--- src/rtl/aes_byte_loader.sv ---
// Byte-serial key/plaintext loader for the AES-128 core: packs 32 bytes into a 4-beat load burst.
// Optional inter-byte idle timeout is compiled in with `define AES_LOADER_TIMEOUT_EN.
module aes_byte_loader #(
  parameter int unsigned BYTE_W         = 8,
  parameter int unsigned TIMEOUT_CYCLES = 65535
) (
  input  logic              clk,
  input  logic              rst_n,
  input  logic [BYTE_W-1:0] byte_in,
  input  logic              byte_valid_in,
  input  logic              core_dv_in,
  input  logic              clr_err_in,
  output logic              ready_out,
  output logic [31:0]       key_out,
  output logic [31:0]       plaintext_out,
  output logic              mp_dv_out,
  output logic              busy_out,
  output logic              overflow_err,
  output logic              timeout_err
);

  localparam logic [15:0] TimeoutLast = 16'(TIMEOUT_CYCLES - 1);

  typedef enum logic [1:0] {StFill, StIssue, StWait, StGap} state_e;

  state_e       r_state, w_state_next;
  logic [4:0]   r_byte_cnt, w_byte_cnt_next;
  logic [255:0] r_buf, w_buf_next;
  logic [1:0]   r_beat, w_beat_next;
  logic [2:0]   r_dv_cnt, w_dv_cnt_next;
  logic         r_ready, r_ovf, r_tmo;
  logic         w_accept, w_expire, w_tmo_set;
  logic [31:0]  w_key_word, w_pt_word;

  // Ready is registered so it stays low while in reset and rises one edge after release.
  assign w_accept = byte_valid_in & r_ready;

`ifdef AES_LOADER_TIMEOUT_EN
  logic [15:0] r_idle;

  assign w_expire = (r_state == StFill) && (r_byte_cnt != 5'd0) && !w_accept &&
                    (r_idle == TimeoutLast);

  always_ff @(posedge clk or negedge rst_n) begin
    if (!rst_n) begin
      r_idle <= 16'd0;
    end else if ((r_state != StFill) || (r_byte_cnt == 5'd0) || w_accept || w_expire) begin
      r_idle <= 16'd0;
    end else begin
      r_idle <= r_idle + 16'd1;
    end
  end
`else
  logic w_unused_timeout;

  assign w_expire         = 1'b0;
  assign w_unused_timeout = ^TimeoutLast;
`endif

  always_comb begin
    w_state_next    = r_state;
    w_byte_cnt_next = r_byte_cnt;
    w_buf_next      = r_buf;
    w_beat_next     = r_beat;
    w_dv_cnt_next   = r_dv_cnt;
    w_tmo_set       = 1'b0;
    unique case (r_state)
      StFill: begin
        if (w_accept) begin
          // Shifting in at the bottom leaves byte k at bits [255-8k -: 8] after 32 bytes.
          w_buf_next = {r_buf[247:0], byte_in[7:0]};
          if (r_byte_cnt == 5'd31) begin
            w_state_next    = StIssue;
            w_byte_cnt_next = 5'd0;
          end else begin
            w_byte_cnt_next = r_byte_cnt + 5'd1;
          end
        end else if (w_expire) begin
          w_byte_cnt_next = 5'd0;
          w_tmo_set       = 1'b1;
        end
      end
      StIssue: begin
        w_beat_next = r_beat + 2'd1;
        if (r_beat == 2'd3) begin
          w_state_next = StWait;
        end
      end
      StWait: begin
        if (core_dv_in) begin
          if (r_dv_cnt == 3'd3) begin
            w_state_next  = StGap;
            w_dv_cnt_next = 3'd0;
          end else begin
            w_dv_cnt_next = r_dv_cnt + 3'd1;
          end
        end
      end
      StGap: begin
        w_state_next    = StFill;
        w_byte_cnt_next = 5'd0;
      end
      default: w_state_next = StFill;
    endcase
  end

  always_ff @(posedge clk or negedge rst_n) begin
    if (!rst_n) begin
      r_state    <= StFill;
      r_byte_cnt <= 5'd0;
      r_buf      <= 256'd0;
      r_beat     <= 2'd0;
      r_dv_cnt   <= 3'd0;
      r_ready    <= 1'b0;
      r_ovf      <= 1'b0;
      r_tmo      <= 1'b0;
    end else begin
      r_state    <= w_state_next;
      r_byte_cnt <= w_byte_cnt_next;
      r_buf      <= w_buf_next;
      r_beat     <= w_beat_next;
      r_dv_cnt   <= w_dv_cnt_next;
      r_ready    <= (w_state_next == StFill);
      if (byte_valid_in && !r_ready) begin
        r_ovf <= 1'b1;
      end else if (clr_err_in) begin
        r_ovf <= 1'b0;
      end
      if (w_tmo_set) begin
        r_tmo <= 1'b1;
      end else if (clr_err_in) begin
        r_tmo <= 1'b0;
      end
    end
  end

  always_comb begin
    w_key_word = 32'd0;
    w_pt_word  = 32'd0;
    unique case (r_beat)
      2'd0: begin w_key_word = r_buf[255:224]; w_pt_word = r_buf[127:96]; end
      2'd1: begin w_key_word = r_buf[223:192]; w_pt_word = r_buf[95:64];  end
      2'd2: begin w_key_word = r_buf[191:160]; w_pt_word = r_buf[63:32];  end
      2'd3: begin w_key_word = r_buf[159:128]; w_pt_word = r_buf[31:0];   end
      default: begin w_key_word = 32'd0; w_pt_word = 32'd0; end
    endcase
  end

  assign mp_dv_out     = (r_state == StIssue);
  assign key_out       = mp_dv_out ? w_key_word : 32'd0;
  assign plaintext_out = mp_dv_out ? w_pt_word : 32'd0;
  assign busy_out      = (r_state != StFill);
  assign ready_out     = r_ready;
  assign overflow_err  = r_ovf;
  assign timeout_err   = r_tmo;

endmodule

--- config.mk ---
export PLATFORM = sky130hd
export DESIGN_NAME = aes_byte_loader
export DESIGN_NICKNAME = d
export VERILOG_FILES = /design/src/rtl/aes_byte_loader.sv
export SDC_FILE = /design/constraint.sdc
export NUM_CORES = 1
export LEC_CHECK = 0
export ABC_AREA = 1
export CAP_MARGIN = 5
export CORE_ASPECT_RATIO = 1.5
export CORE_MARGIN = 2
export CORE_UTILIZATION = 45
export CTS_CLUSTER_SIZE = 25
export DETAILED_ROUTE_END_ITERATION = 10
export GPL_TIMING_DRIVEN = 1
export SLEW_MARGIN = 5
export SYNTH_ARGS = -nofsm -noshare
export SYNTH_HDL_FRONTEND = slang
export SYNTH_SLANG_ARGS = --single-unit
--- constraint.sdc ---
create_clock -name clk -period 1.73 [get_ports clk]
set_input_delay 0.173 -clock clk [delete_from_list [all_inputs] [get_ports clk]]
set_output_delay 0.173 -clock clk [all_outputs]
set_load 0.1 [all_outputs]
==> results_dict.tcl, run 1 <==
set metrics [dict create \
    status "complete, but fails checks" \
    failed_checks "setup timing" \
    syn-num-nets 1542 \
    critPathTopFamily "buffers and inverters" \
    postPlaceCellArea_um2 15500 \
    numPortBuffers 80 \
    syn_area_per_cell_um2 7.894 \
    vias 10740 \
    seq_area_frac_synth_pct 56.23 \
    syn_area_um2 12020 \
    wire_per_inst_um 19.08 \
    hold_ws_ns 0.1124 \
    ioPinCount 82 \
    yosys_register_bits 270 \
    critPathLaunch "r_beat[1]" \
    hold_path_class "in2async" \
    clk_path_buf_depth 3 \
    drt-pass1-iter-count 5 \
    worst_clock_skew_ns 0.009542 \
    coreArea_um2 26400 \
    syn2layout_area_growth_pct 46.50 \
    path_buf_inv 3 \
    fillCellCount 2087 \
    die_height_um 204.1 \
    postRouteAntennaNets 0 \
    grt_max_degree 76 \
    dieArea_um2 28050 \
    cts_tree "done" \
    initial_utilization_pct 45.52 \
    post-route-worst-setup-slack_ns -0.6393 \
    cts.sinks 270 \
    cp.required_ns 1.56 \
    drt-total-wl_um 37900 \
    critical_path_class "reg2out" \
    final_nets 1648 \
    layout_worst_path_cycle_share_pct 137.0 \
    cts-htree-levels 1 \
    arrival_ns 2.20 \
    power_density_nw_per_um2 1455 \
    place_hpwl_um 23750 \
    layout-drive-gt1-share_pct 23.83 \
    critPathMaxStageDelay_ns 0.41 \
    dieWidth_um 137.4 \
    min_period_ns 2.369 \
    setup_tns_ns -36.18 \
    max_cap_violations 0 \
    grt.total_usage_pct 27.38 \
    p_leak_uw 0.008254 \
    grt.overflow.total 0 \
    final_util_pct 66.68 \
    row_count 73 \
    antenna_found_initial 0 \
    rr_startpoint "r_state[1]" \
    rsz0062_at_grt "true" \
    drv_slew 0 \
    fin_area_um2 17600 \
    finalHoldViolCount 0 \
    cts_buffers 28 \
    crit_chain "inv_2, ha_4, bufbuf_16, nand2_1, a31oi_4, buf_12" \
    gp_congestion 0.8151 \
    clk_pin_slew_ns 0.06 \
    drtIter0Drc 658 \
    antenna_cells 0 \
    fmax_ghz 0.4221 \
    clk_latency_ns 0.55 \
    setup_viol_count_final 65 \
    viasPerCell 5.407 \
    rrSetupSlack_ns 0.13 \
    pre_cts_slack_ns -0.08970 \
    peakVddDrop_uv 1131 \
    slowest_stage "dfrtp_1" \
    grt_pass1_vias 10800 \
    cp_max_fo 4 \
    synth_cell_types 23 \
    end_kind "primary output" \
    yosysWarnings 0 \
    crit_path_start_kind "flip-flop" \
    synth_cells 1522 \
    grt_first_pass_wirelength_um 58950 \
    root_buffer "clkbuf_16" \
    drc 0 \
]
-- path summary, 6_finish.rpt --
check / cells past startpoint / endpoint
worst min-delay path: 2 / r_buf[170]
max in group asynchronous: 3 / r_byte_cnt[1]
worst max register to register: 7 / r_buf[84]
worst max-delay path: 6 / plaintext_out[25]
worst min register to register: 2 / r_dv_cnt[1]
min in group clk: 3 / r_buf[6]
-- synth_stat cells --
master	number	area, um2
clkinv_1	1	3.750
dfrtp_1	270	6756
inv_1	22	82.58
nand3_1	10	50.05
or2_2	1	6.260
buf_2	54	270.3
o21ai_0	88	440.4
a31oi_1	64	400.4
nor2_4	2	22.52
nand2_1	881	3307
buf_4	4	30.03
inv_4	1	6.260
ha_1	7	87.58
a21oi_1	64	320.3
nand2_4	1	11.26
buf_6	2	22.52
nand4_1	1	6.260
clkbuf_1	38	142.6
conb_1	1	3.750
inv_2	1	3.750
xor2_1	1	8.760
o22ai_1	1	6.260
nor2_1	7	26.28
-- logic make-up after synthesis --
group	share of synthesized area, %
compound gates	9.716
xor+xnor	0.07291
fa+ha+maj	0.7289
buf+inv	4.676
flops	56.23
other cells	0.03121
simple gates	28.54
-- per-layer routing --
metal  GRT usage, %  up-vias  part of all wire [%]
met5              0        -                     0
li1               -     5031                     -
met1          33.08     5346                    39
met2          48.12      280                    53
met3          3.100       81                   3.3
met4          13.11        0                   4.7
-- sequential cells by signal, summed over array words and instances, names as in the netlist --
signal,flops
ready_out,1
r_dv_cnt,3
r_state,2
r_byte_cnt,5
overflow_err,1
r_beat,2
r_buf,256
-- where the power goes --
part	total [uW]	switching, uW	internal [uW]
clock network	5950	2510	3440
logic	10600	6400	4210
registers	9050	1410	7640
total	25600	10300	15300
-- stage by stage --
step / total power [uW] / instances
after floorplan: 14150 / 1522
after global placement: 17160 / 1908
after detailed placement: 17260 / 1908
after CTS: 24600 / 1973
after global routing: 26850 / 1986
final: 25600 / 1986
-- repair_timing --
| action | 4_1_cts | 5_1_grt |
|---|---|---|
| setup buffers | 7 | 8 |
| hold endpoints to repair | 270 | 0 |
| pin swaps | 28 | 27 |
| setup endpoints to repair | 66 | 66 |
| hold buffers | 1 | 0 |
| cloned | 6 | 9 |
| resized for setup | 146 | 86 |
-- cell usage in the layout, fill, tap and decap left out, types with 2 or more instances in the layout --
master / instances
a21oi_2: 33
dfrtp_1: 269
clkbuf_1: 11
o21ai_4: 3
a21oi_4: 30
clkbuf_16: 36
inv_2: 4
o21ai_2: 11
a31oi_4: 64
inv_1: 19
buf_6: 14
buf_4: 26
ha_1: 3
nor2_1: 7
clkinv_2: 4
nand3_1: 10
nand2_1: 846
nor2_4: 2
clkbuf_8: 5
buf_8: 5
ha_4: 4
inv_8: 2
o21ai_1: 47
buf_16: 2
nand2_4: 17
o21ai_0: 27
nand2_8: 4
buf_12: 107
nand2_2: 15
clkdlybuf4s50_1: 11
-- cell type report --
type | instances | area [um2] | share of cell area [%]
inverters | 25 | 108.9 | 0.6184
repair buffers | 174 | 2953 | 16.78
clock buffers | 45 | 835.8 | 4.748
well taps | 337 | 421.7 | 2.396
multi-input cells | 1129 | 6467 | 36.74
flip-flops and latches | 270 | 6758 | 38.39
clock inverters | 6 | 57.56 | 0.3270
No activity file was read; power rests on OpenSTA's default activity.
==> run 2, diff against run 1 <==
--- a/config.mk
+++ b/config.mk
@@ -15,2 +15,3 @@
 export GPL_TIMING_DRIVEN = 1
+export HOLD_SLACK_MARGIN = 0.05
 export SLEW_MARGIN = 5
==> constraint.sdc (replaced) <==
create_clock -name clk -period 1.73 [get_ports clk]
set_input_delay 0.346 -clock clk [delete_from_list [all_inputs] [get_ports clk]]
set_output_delay 0.346 -clock clk [all_outputs]
set_load 0.1 [all_outputs]
==> run 2 against run 1 <==
The run still ends with setup timing left; combinational power down 4%; final cell count up 0.30%; critical path depth unchanged; flip-flop and latch count unchanged; non-clock buffer count up 11; largest cell class unchanged.
==> results_dict.tcl, run 2 (same netlist as run 1, synthesis figures left out) <==
set metrics [dict create \
    setup_viol_count_final 67 \
    die_height_um 204.1 \
    final_common_cell "nand2_1" \
    gp_congestion 0.8210 \
    cp.required_ns 1.38 \
    clk_pin_slew_ns 0.06 \
    clk_path_buf_depth 3 \
    p_seq_share_pct 35.9 \
    wire_per_inst_um 19.21 \
    end_kind "primary output" \
    grt.total_usage_pct 28.71 \
    met1_usage_pct 34.18 \
    p_leak_uw 0.008106 \
    critPathMaxStageDelay_ns 0.41 \
    clk_latency_ns 0.55 \
    dieArea_um2 28050 \
    fmax_ghz 0.4005 \
    antenna_found_initial 0 \
    postRouteAntennaNets 0 \
    antenna_cells 0 \
    drt-total-wl_um 38260 \
    layout_worst_path_cycle_share_pct 144.3 \
    cts_buffers 27 \
    cts.sinks 270 \
    min_period_ns 2.497 \
    numPortBuffers 80 \
    grt_first_pass_wirelength_um 61810 \
    crit_chain "inv_2, ha_4, bufbuf_16, nand2_1, a31oi_4, buf_12" \
    met2_usage_pct 51.94 \
    place_hpwl_um 24610 \
    fin_cells 1992 \
    max_cap_violations 0 \
    largest_reg_flops 256 \
    power_density_nw_per_um2 1434 \
    ff_latch_area_um2 6759 \
    dieWidth_um 137.4 \
    critical_path_class "reg2out" \
    failed_checks "setup timing" \
    grt_pass1_vias 11130 \
    layout-drive-gt1-share_pct 23.14 \
    fillCellCount 2099 \
    cp_max_fo 14 \
    crit_path_start_kind "flip-flop" \
    most-common-layout-cells "nand2_1 (879), dfrtp_1 (268), buf_12 (110)" \
    finalHoldViolCount 0 \
    pre_cts_slack_ns -0.2813 \
    rsz0062_at_grt "true" \
    ioPinCount 82 \
    drv_slew 0 \
    pwr-share-clk_pct 23.6 \
    coreArea_um2 26400 \
    drt-pass1-iter-count 5 \
    p_int_uw 15190 \
    cts_tree "done" \
    cts-htree-levels 1 \
    slowest_stage "dfrtp_1" \
    grt_max_degree 56 \
    grt.overflow.total 0 \
    p_switching_uw 10030 \
    root_buffer "clkbuf_16" \
    drtIter0Drc 632 \
    hold_path_class "in2async" \
    multi_input_area_um2 6329 \
    vias 10740 \
    top_usage_layer "met2" \
    post-route-worst-setup-slack_ns -0.7670 \
    final_nets 1658 \
    initial_utilization_pct 45.52 \
    syn2layout_area_growth_pct 46.36 \
    row_count 73 \
    worst_clock_skew_ns 0.01517 \
    largest-register "r_buf" \
    status "complete, but fails checks" \
    viasPerCell 5.391 \
    switching_share_pct 39.78 \
    comb_power_share_pct 40.5 \
    arrival_ns 2.15 \
    drc 0 \
    use_met3_pct 3.348 \
    dp.cells 1920 \
    peakVddDrop_uv 1115 \
    reg_top3 "r_buf x256, r_byte_cnt x5, r_dv_cnt x3" \
]
## run 2: path summary, 6_finish.rpt
check                                  from                 to  slack [ns]  depth (start not counted)
worst max-delay path              r_beat[1]  plaintext_out[11]       -0.77                          6
min in group clk                 byte_in[3]           r_buf[3]        0.34                          3
worst min-delay path                  rst_n         r_buf[178]        0.28                          2
worst max register to register   r_state[1]         r_buf[135]       -0.01                         10
worst min register to register  r_dv_cnt[1]        r_dv_cnt[1]        0.48                          2
max in group asynchronous             rst_n         r_buf[239]        0.77                          3
## run 2: cell type report
type	instances	share of cell area (%)
Multi-Input combinational cell	1129	35.99
Sequential cell	270	38.43
Clock buffer	39	4.326
Tap cell	337	2.398
Timing Repair Buffer	185	17.58
Inverter	25	0.6332
Clock inverter	7	0.6403
## run 2: stage by stage
stage	cell area, um2	util, %	power [uW]	TNS (ns)	hold WS, ns
after floorplan	13340	-	14160	-20.42	0.05041
after global placement	15680	59.40	17440	-16.79	0.2654
after detailed placement	15680	59.40	17590	-21.84	0.2594
after CTS	17470	66.19	25210	-47.26	0.2740
after global routing	17590	66.62	26510	-55.56	0.2968
final	17590	66.62	25220	-46.50	0.2765
## run 2: per-layer routing
| metal | up-vias | share of wire (%) |
|---|---|---|
| met1 | 5344 | 38 |
| met5 | - | 0 |
| met2 | 279 | 54 |
| met4 | 0 | 3.8 |
| li1 | 5046 | - |
| met3 | 69 | 4.1 |
## run 2: critical path: cells and delay by family (launching register included)
kind / cells / cell delay, ns
adders and majority gates: 1 / 0.22
buffers and inverters: 3 / 0.64
and+or+nand+nor: 1 / 0.10
AOI/OAI and AO/OA: 1 / 0.23
DFF: 1 / 0.41
## run 2: timing repair
item | CTS | global route
hold endpoints to repair | 91 | 0
cloned | 10 | 1
pin swaps | 22 | 9
hold buffers | 1 | 0
buffers inserted | 12 | 2
endpoints found under the setup margin | 66 | 66
gates resized for setup | 153 | 20
## run 2: power by group through the flow
stage                     logic (uW)  registers, uW  clock network [uW]
after floorplan                 5510           8650                   0
after global placement          8440           9000                   0
after detailed placement        8590           8990                   0
after CTS                      10100           9030                6080
after global routing           11000           9210                6310
final                          10200           9060                5950
